## src/rtl/alu_pkg.sv

```systemverilog
// alu_pkg: shared definitions for the multi-cycle ALU.
//   - opcode constants carried on the 3-bit control bus
//   - FSM state encoding for alu_mc
package alu_pkg;

  localparam logic [2:0] OP_AND = 3'b000;
  localparam logic [2:0] OP_OR  = 3'b001;
  localparam logic [2:0] OP_ADD = 3'b010;
  localparam logic [2:0] OP_MUL = 3'b011;
  localparam logic [2:0] OP_SUB = 3'b110;
  localparam logic [2:0] OP_SLT = 3'b111;

  typedef enum logic [1:0] {
    S_IDLE = 2'd0,  // waiting for an operation
    S_MUL  = 2'd1,  // shift-add multiply in progress
    S_DONE = 2'd2   // holding a result for the consumer
  } alu_state_t;

endpackage

```

## src/rtl/alu_bit.sv

```systemverilog
// alu_bit: one-bit ALU slice.
//   a, b   : operand bits
//   binv   : invert b before the adder (subtract)
//   cin    : carry in from the next-lower slice
//   y_and  : a & b
//   y_or   : a | b
//   sum    : full-adder sum of a, b^binv, cin
//   cout   : full-adder carry out
module alu_bit (
  input  logic a,
  input  logic b,
  input  logic binv,
  input  logic cin,
  output logic y_and,
  output logic y_or,
  output logic sum,
  output logic cout
);

  logic b_eff;

  // Logic ops use the raw b; only the adder sees the inverted operand.
  assign b_eff = b ^ binv;
  assign y_and = a & b;
  assign y_or  = a | b;
  assign sum   = a ^ b_eff ^ cin;
  assign cout  = (a & b_eff) | (cin & (a ^ b_eff));

endmodule

```

## src/rtl/alu_mc.sv

```systemverilog
// alu_mc: parametrised multi-cycle ALU with valid/ready on both sides.
//   clk, reset          : rising-edge clock, synchronous active-high reset
//   in_valid / in_ready : operation request / block can accept this cycle
//   a, b, control       : operands and opcode (see alu_pkg)
//   out_valid/out_ready : result presented / consumer takes it
//   result, zero        : registered result and result==0
//   carry               : adder carry-out, or MUL upper-half non-zero
//   overflow            : signed overflow for ADD/SUB
// Single-cycle ops complete on the accept edge; MUL runs WIDTH shift-add
// steps through the same bit-slice chain used by ADD/SUB.
module alu_mc
  import alu_pkg::*;
#(
  parameter int WIDTH = 8
) (
  input  logic             clk,
  input  logic             reset,
  input  logic             in_valid,
  output logic             in_ready,
  input  logic [WIDTH-1:0] a,
  input  logic [WIDTH-1:0] b,
  input  logic [2:0]       control,
  output logic             out_valid,
  input  logic             out_ready,
  output logic [WIDTH-1:0] result,
  output logic             zero,
  output logic             carry,
  output logic             overflow
);

  localparam int CW  = $clog2(WIDTH) + 1;
  localparam int MSB = WIDTH - 1;
  localparam logic [CW-1:0] LAST_STEP = CW'(WIDTH - 1);

  alu_state_t       state;
  logic [CW-1:0]    count;
  logic [WIDTH-1:0] mcand;   // latched multiplicand
  logic [WIDTH-1:0] acc;     // upper product half
  logic [WIDTH-1:0] mplier;  // multiplier, shifted out as product low half fills in

  logic             accept;
  logic [WIDTH-1:0] chain_a, chain_b;
  logic             chain_inv;
  logic [WIDTH:0]   c;
  logic [WIDTH-1:0] and_v, or_v, sum_v;

  logic [WIDTH-1:0] b_eff;
  logic             add_ovf;
  logic [WIDTH-1:0] op_result;
  logic             op_carry, op_ovf;
  logic [WIDTH-1:0] step_hi, step_lo;

  assign in_ready  = (state == S_IDLE) || (state == S_DONE && out_ready);
  assign out_valid = (state == S_DONE);
  assign accept    = in_valid && in_ready;

  // The chain is shared: during MUL it adds the multiplicand into the upper
  // half when the current multiplier bit is set, otherwise it serves a/b.
  // NOTE: every always_comb output gets a value on every path, so no latch is inferred.
  always_comb begin
    if (state == S_MUL) begin
      chain_a   = acc;
      chain_b   = mplier[0] ? mcand : '0;
      chain_inv = 1'b0;
    end else begin
      chain_a   = a;
      chain_b   = b;
      chain_inv = (control == OP_SUB) || (control == OP_SLT);
    end
  end

  assign c[0] = chain_inv;  // carry-in of 1 completes the two's complement

  for (genvar i = 0; i < WIDTH; i++) begin : g_slice
    alu_bit u_bit (
      .a     (chain_a[i]),
      .b     (chain_b[i]),
      .binv  (chain_inv),
      .cin   (c[i]),
      .y_and (and_v[i]),
      .y_or  (or_v[i]),
      .sum   (sum_v[i]),
      .cout  (c[i+1])
    );
  end

  assign b_eff   = chain_inv ? ~b : b;
  assign add_ovf = (a[MSB] == b_eff[MSB]) && (sum_v[MSB] != a[MSB]);

  always_comb begin
    op_result = '0;
    op_carry  = 1'b0;
    op_ovf    = 1'b0;
    case (control)
      OP_AND: op_result = and_v;
      OP_OR:  op_result = or_v;
      OP_ADD, OP_SUB: begin
        op_result = sum_v;
        op_carry  = c[WIDTH];
        op_ovf    = add_ovf;
      end
      // Signed less-than: sign of a-b corrected by overflow.
      OP_SLT: op_result = {{(WIDTH-1){1'b0}}, sum_v[MSB] ^ add_ovf};
      default: ;  // illegal opcodes produce 0 with clear flags
    endcase
  end

  // One shift-add step: {carry, sum} shifts right into the product pair.
  assign step_hi = {c[WIDTH], sum_v[WIDTH-1:1]};
  assign step_lo = {sum_v[0], mplier[WIDTH-1:1]};

  // NOTE: sequential state uses non-blocking assignments so all registers update from pre-edge values.
  always_ff @(posedge clk) begin
    if (reset) begin
      // NOTE: the multiply datapath registers are reset too, so a fresh block never carries X into a result.
      state    <= S_IDLE;
      count    <= '0;
      mcand    <= '0;
      acc      <= '0;
      mplier   <= '0;
      result   <= '0;
      zero     <= 1'b1;
      carry    <= 1'b0;
      overflow <= 1'b0;
    end else begin
      case (state)
        S_MUL: begin
          acc    <= step_hi;
          mplier <= step_lo;
          count  <= count + CW'(1);
          if (count == LAST_STEP) begin
            result   <= step_lo;
            zero     <= (step_lo == '0);
            carry    <= (step_hi != '0);
            overflow <= 1'b0;
            state    <= S_DONE;
          end
        end
        default: begin  // S_IDLE and S_DONE
          if (accept) begin
            if (control == OP_MUL) begin
              mcand  <= a;
              mplier <= b;
              acc    <= '0;
              count  <= '0;
              state  <= S_MUL;
            end else begin
              result   <= op_result;
              zero     <= (op_result == '0);
              carry    <= op_carry;
              overflow <= op_ovf;
              state    <= S_DONE;
            end
          end else if (state == S_DONE && out_ready) begin
            state <= S_IDLE;
          end
        end
      endcase
    end
  end

endmodule
```

## config.mk

```make
export PLATFORM = sky130hd
export DESIGN_NAME = alu_mc
export DESIGN_NICKNAME = d
export VERILOG_FILES = /design/src/rtl/alu_pkg.sv /design/src/rtl/alu_bit.sv /design/src/rtl/alu_mc.sv
export SDC_FILE = /design/constraint.sdc
export NUM_CORES = 1
export LEC_CHECK = 0
export ABC_AREA = 1
export ABC_CLOCK_PERIOD_IN_PS = 10850
export BUFFER_PORTS_ARGS = -buffer_cell sky130_fd_sc_hd__clkbuf_2
export CAP_MARGIN = 20
export CORE_MARGIN = 5
export CORE_UTILIZATION = 45
export DETAILED_ROUTE_END_ITERATION = 6
export PLACE_DENSITY = 0.68
export SETUP_SLACK_MARGIN = 0.15
export SLEW_MARGIN = 20
export SYNTH_ARGS = -nofsm -noshare
export SYNTH_HDL_FRONTEND = slang
export SYNTH_SLANG_ARGS = --single-unit
```

## constraint.sdc

```tcl
create_clock -name clk -period 10.85 [get_ports clk]
set_input_delay 1.6275 -clock clk [delete_from_list [all_inputs] [get_ports clk]]
set_output_delay 1.6275 -clock clk [all_outputs]
set_load 0.005 [all_outputs]
```

==> run summary <==
Run status = completed
Post-synth EDFFs = 0
Buffers on Ports = 35
Postcts setup bufs = 0
Post-CTS resize count = 0
Net Count, Synth = 412
Sink Count = 41
Cell leakage power = 1.31 nW
TritonCTS Buffers = 5
Antenna cells = 0
CTS Buffer Depth = 2
Synthesized area = 0.00257 mm²
Critical path required time = 11.04 ns
Post-CTS Hold Fix Bufs = 0
Cell breakdown of the critical path = clkbuf_2 > nand2_1 > inv_1 > nand2_2 > inv_1 > xor2_1 > fa_1 > fa_1 > fa_1 > fa_1 > inv_1 > fa_1 > fa_1 > fa_1 > o21ai_0 > nor2_1 > nand2_1 > nor2_1 > nand2_1 > nand2_1 > nand2_1 > nand2_1
Worst Max-Slew Pin Slew = 0.782 ns
Crit path top cell by count = fa_1
Final Critical Period = 5.19 ns
Post-DP HPWL = 5320 µm
1st-iter DRT viols = 169
Flop2flop setup slack = 5.93 ns
All-Layer GR Usage = 0.200
Crit path DAT = 5.38 ns
Max frequency = 193 MHz
Slowest CP cell = fa_1
Final ANT Viol Nets = 0
Main combinational cell family by area after synthesis = simple AND/OR/NAND/NOR gates
VDD IR-drop max = 62.3 µV
Max-slew violations = 0
Routed vias/inst = 5.23
Mux share of post-synthesis cell area = 0
Core ar. = 0.00554 mm²
Drt first pass iters = 6
RSZ-0062 raised after global routing = no
DRC errors left = 0
Fillcell total = 585
Post-route setup TNS = 0 ns
Final WL = 7030 µm
CP startpoint kind = input port
Die area = 0.00732 mm²
Final period utilization = 0.478
Hold crit path type = flip-flop to flip-flop
Setup crit end kind = flip-flop
Worst Reg-to-Reg Cells = 20
I/O pin total = 36
CTS tree = built
Share of layout cells above drive strength 1 = 0.133
Hold Crit Start = acc[2]
Die height = 85.6 µm
Final setup viols = 0
Dpl ws = 5.35 ns
Sequential area share after synthesis = 0.320
Post-Synth Simple-Gate Area = 0.320
Final hold slack = 0.463 ns
Final Hold Viols = 0
Synth async-reset ratio = 0
Initial Util = 0.464
Clock latency on the worst-skew pair = 0.29 ns
Die Span X = 85.6 µm
Routability cong. = 0.930
Synth Instances = 381
Initial antenna violation count = 0
FF-to-FF Start = state[0]
Final setup skew = 0.00299 ns
Synth Flop Type = dfxtp_1
Vias in the first global route = 2,368
Complex-gate fraction of the synthesized area = 0.178
Critical path buffer and inverter count = 4
Cell variety after synth = 35
Worst setup startpoint = control[1]
Global-route wire length before repair = 11,600 µm
Hold Path Depth = 2
Finished Core Util = 0.503
Reg clk slew, reported paths = 0.07 ns
Worst slew margin = 0.477
Vias = 2,505
Power Density = 129 mW/mm²
Root buffer cell = clkbuf_8
MaxCap Viol Count = 0
Worst path depth = 22
Largest net degree at the start of global routing = 47
Crit-path leading delay family = adder cells
Crit Reg-Reg Endpoint = zero
Wire per inst = 14.7 µm
Worst setup margin = 5.66 ns
Yosys warning count = 0
Post-Synth Adder-Cell Area = 0.0594
Critical path capture point = zero
Synth-to-Final Area Change = 8.48%
Total power = 0.000360 W
Post-Synth XOR/XNOR Area = 0.0239
Synth Area per Inst = 6.74 µm²
Nets = 437
Grt ovf = 0
Critical path type = input port to flip-flop
Register bit total from synthesis = 41
Row Count = 27
Max stage delay on crit path = 0.48 ns
CP Max Fanout = 7
H-tree depth = 2
[metal layers]
metal	vias to the layer above	GRT usage	wire, µm
met5	-	0	0
met2	52	0.336	3300
met1	1155	0.268	3390
met4	0	0.0475	81
li1	1291	-	-
met3	7	0.0336	252
[worst register-to-register path, cell delays in order (launching register included)]
cell	delay, ns
dfxtp_1	0.67
nand2_4	0.40
nand2_2	0.35
inv_1	0.13
xor2_1	0.19
fa_1	0.41
fa_1	0.39
fa_1	0.39
fa_1	0.37
inv_1	0.08
fa_1	0.18
fa_1	0.18
fa_1	0.48
o21ai_0	0.23
nor2_1	0.07
nand2_1	0.06
nor2_1	0.04
nand2_1	0.05
nand2_1	0.04
nand2_1	0.05
nand2_1	0.05
[flip-flops by register name, summed over array words and instances (netlist names)]
signal and cells:
zero 1, mcand 8, mplier 8, overflow 1, state 2, acc 8
count 4, carry 1, result 8
[how the worst min path moves through the flow]
stage	end	slack, ns
finish	acc[2]	0.46
CTS	acc[2]	0.47
global route	carry	0.49
detailed placement	count[3]	0.46
global placement	acc[2]	0.45
floorplan	acc[2]	0.44
[power by group]
part           internal [W]  switching, W
clock network     0.0000458     0.0000522
registers          0.000159    0.00000654
logic             0.0000352     0.0000609
[cell usage after synthesis, types with 2 or more instances]
cell type / n / area (µm²)
nor3_1: 3 / 15.0
a31oi_1: 15 / 93.8
nand2_2: 3 / 18.8
nand3_1: 20 / 100
or2_2: 2 / 12.5
buf_2: 4 / 20.0
inv_1: 32 / 120
fa_1: 7 / 140
xor2_1: 7 / 61.3
a21oi_1: 25 / 125
nand3b_1: 2 / 15.0
clkbuf_8: 3 / 41.3
nand4_1: 5 / 31.3
o21ai_0: 37 / 185
nand2_1: 122 / 458
o21ai_2: 2 / 17.5
dfxtp_1: 41 / 821
nand2_4: 3 / 33.8
nor2_1: 27 / 101
clkbuf_1: 6 / 22.5
[cells by family (layout without fill, tap and decap cells)]
logic type	after synthesis	count (layout)
and+or+nand+nor	191	191
AOI/OAI and AO/OA	84	84
buffers and inverters	50	76
DFF	41	41
adders and majority gates	8	8
xor gates and xnor gates	7	7
[placed cells by master, fill, tap and decap left out, types with 7 or more instances in the layout]
cell and n:
o21ai_0 37, xor2_1 7, a21oi_1 25, clkbuf_2 35
fa_1 7, dfxtp_1 41, nand2_1 122, a31oi_1 15
inv_1 32, nor2_1 27, nand3_1 20
[per-stage QoR]
stage	instances	area (µm²)
detailed placement	471	2710
finish	479	2790
global route	479	2790
global placement	471	2710
CTS	479	2790
floorplan	381	2570
[area by class of cell]
class | instances | area (µm²) | area share
multi-input combinational | 290 | 1490 | 0.536
tap | 72 | 90.1 | 0.0323
timing repair buffer | 35 | 175 | 0.0629
sequential | 41 | 821 | 0.295
inverter | 33 | 126 | 0.0454
clock buffer | 8 | 80.1 | 0.0287
(Power assumes the default switching activity.)
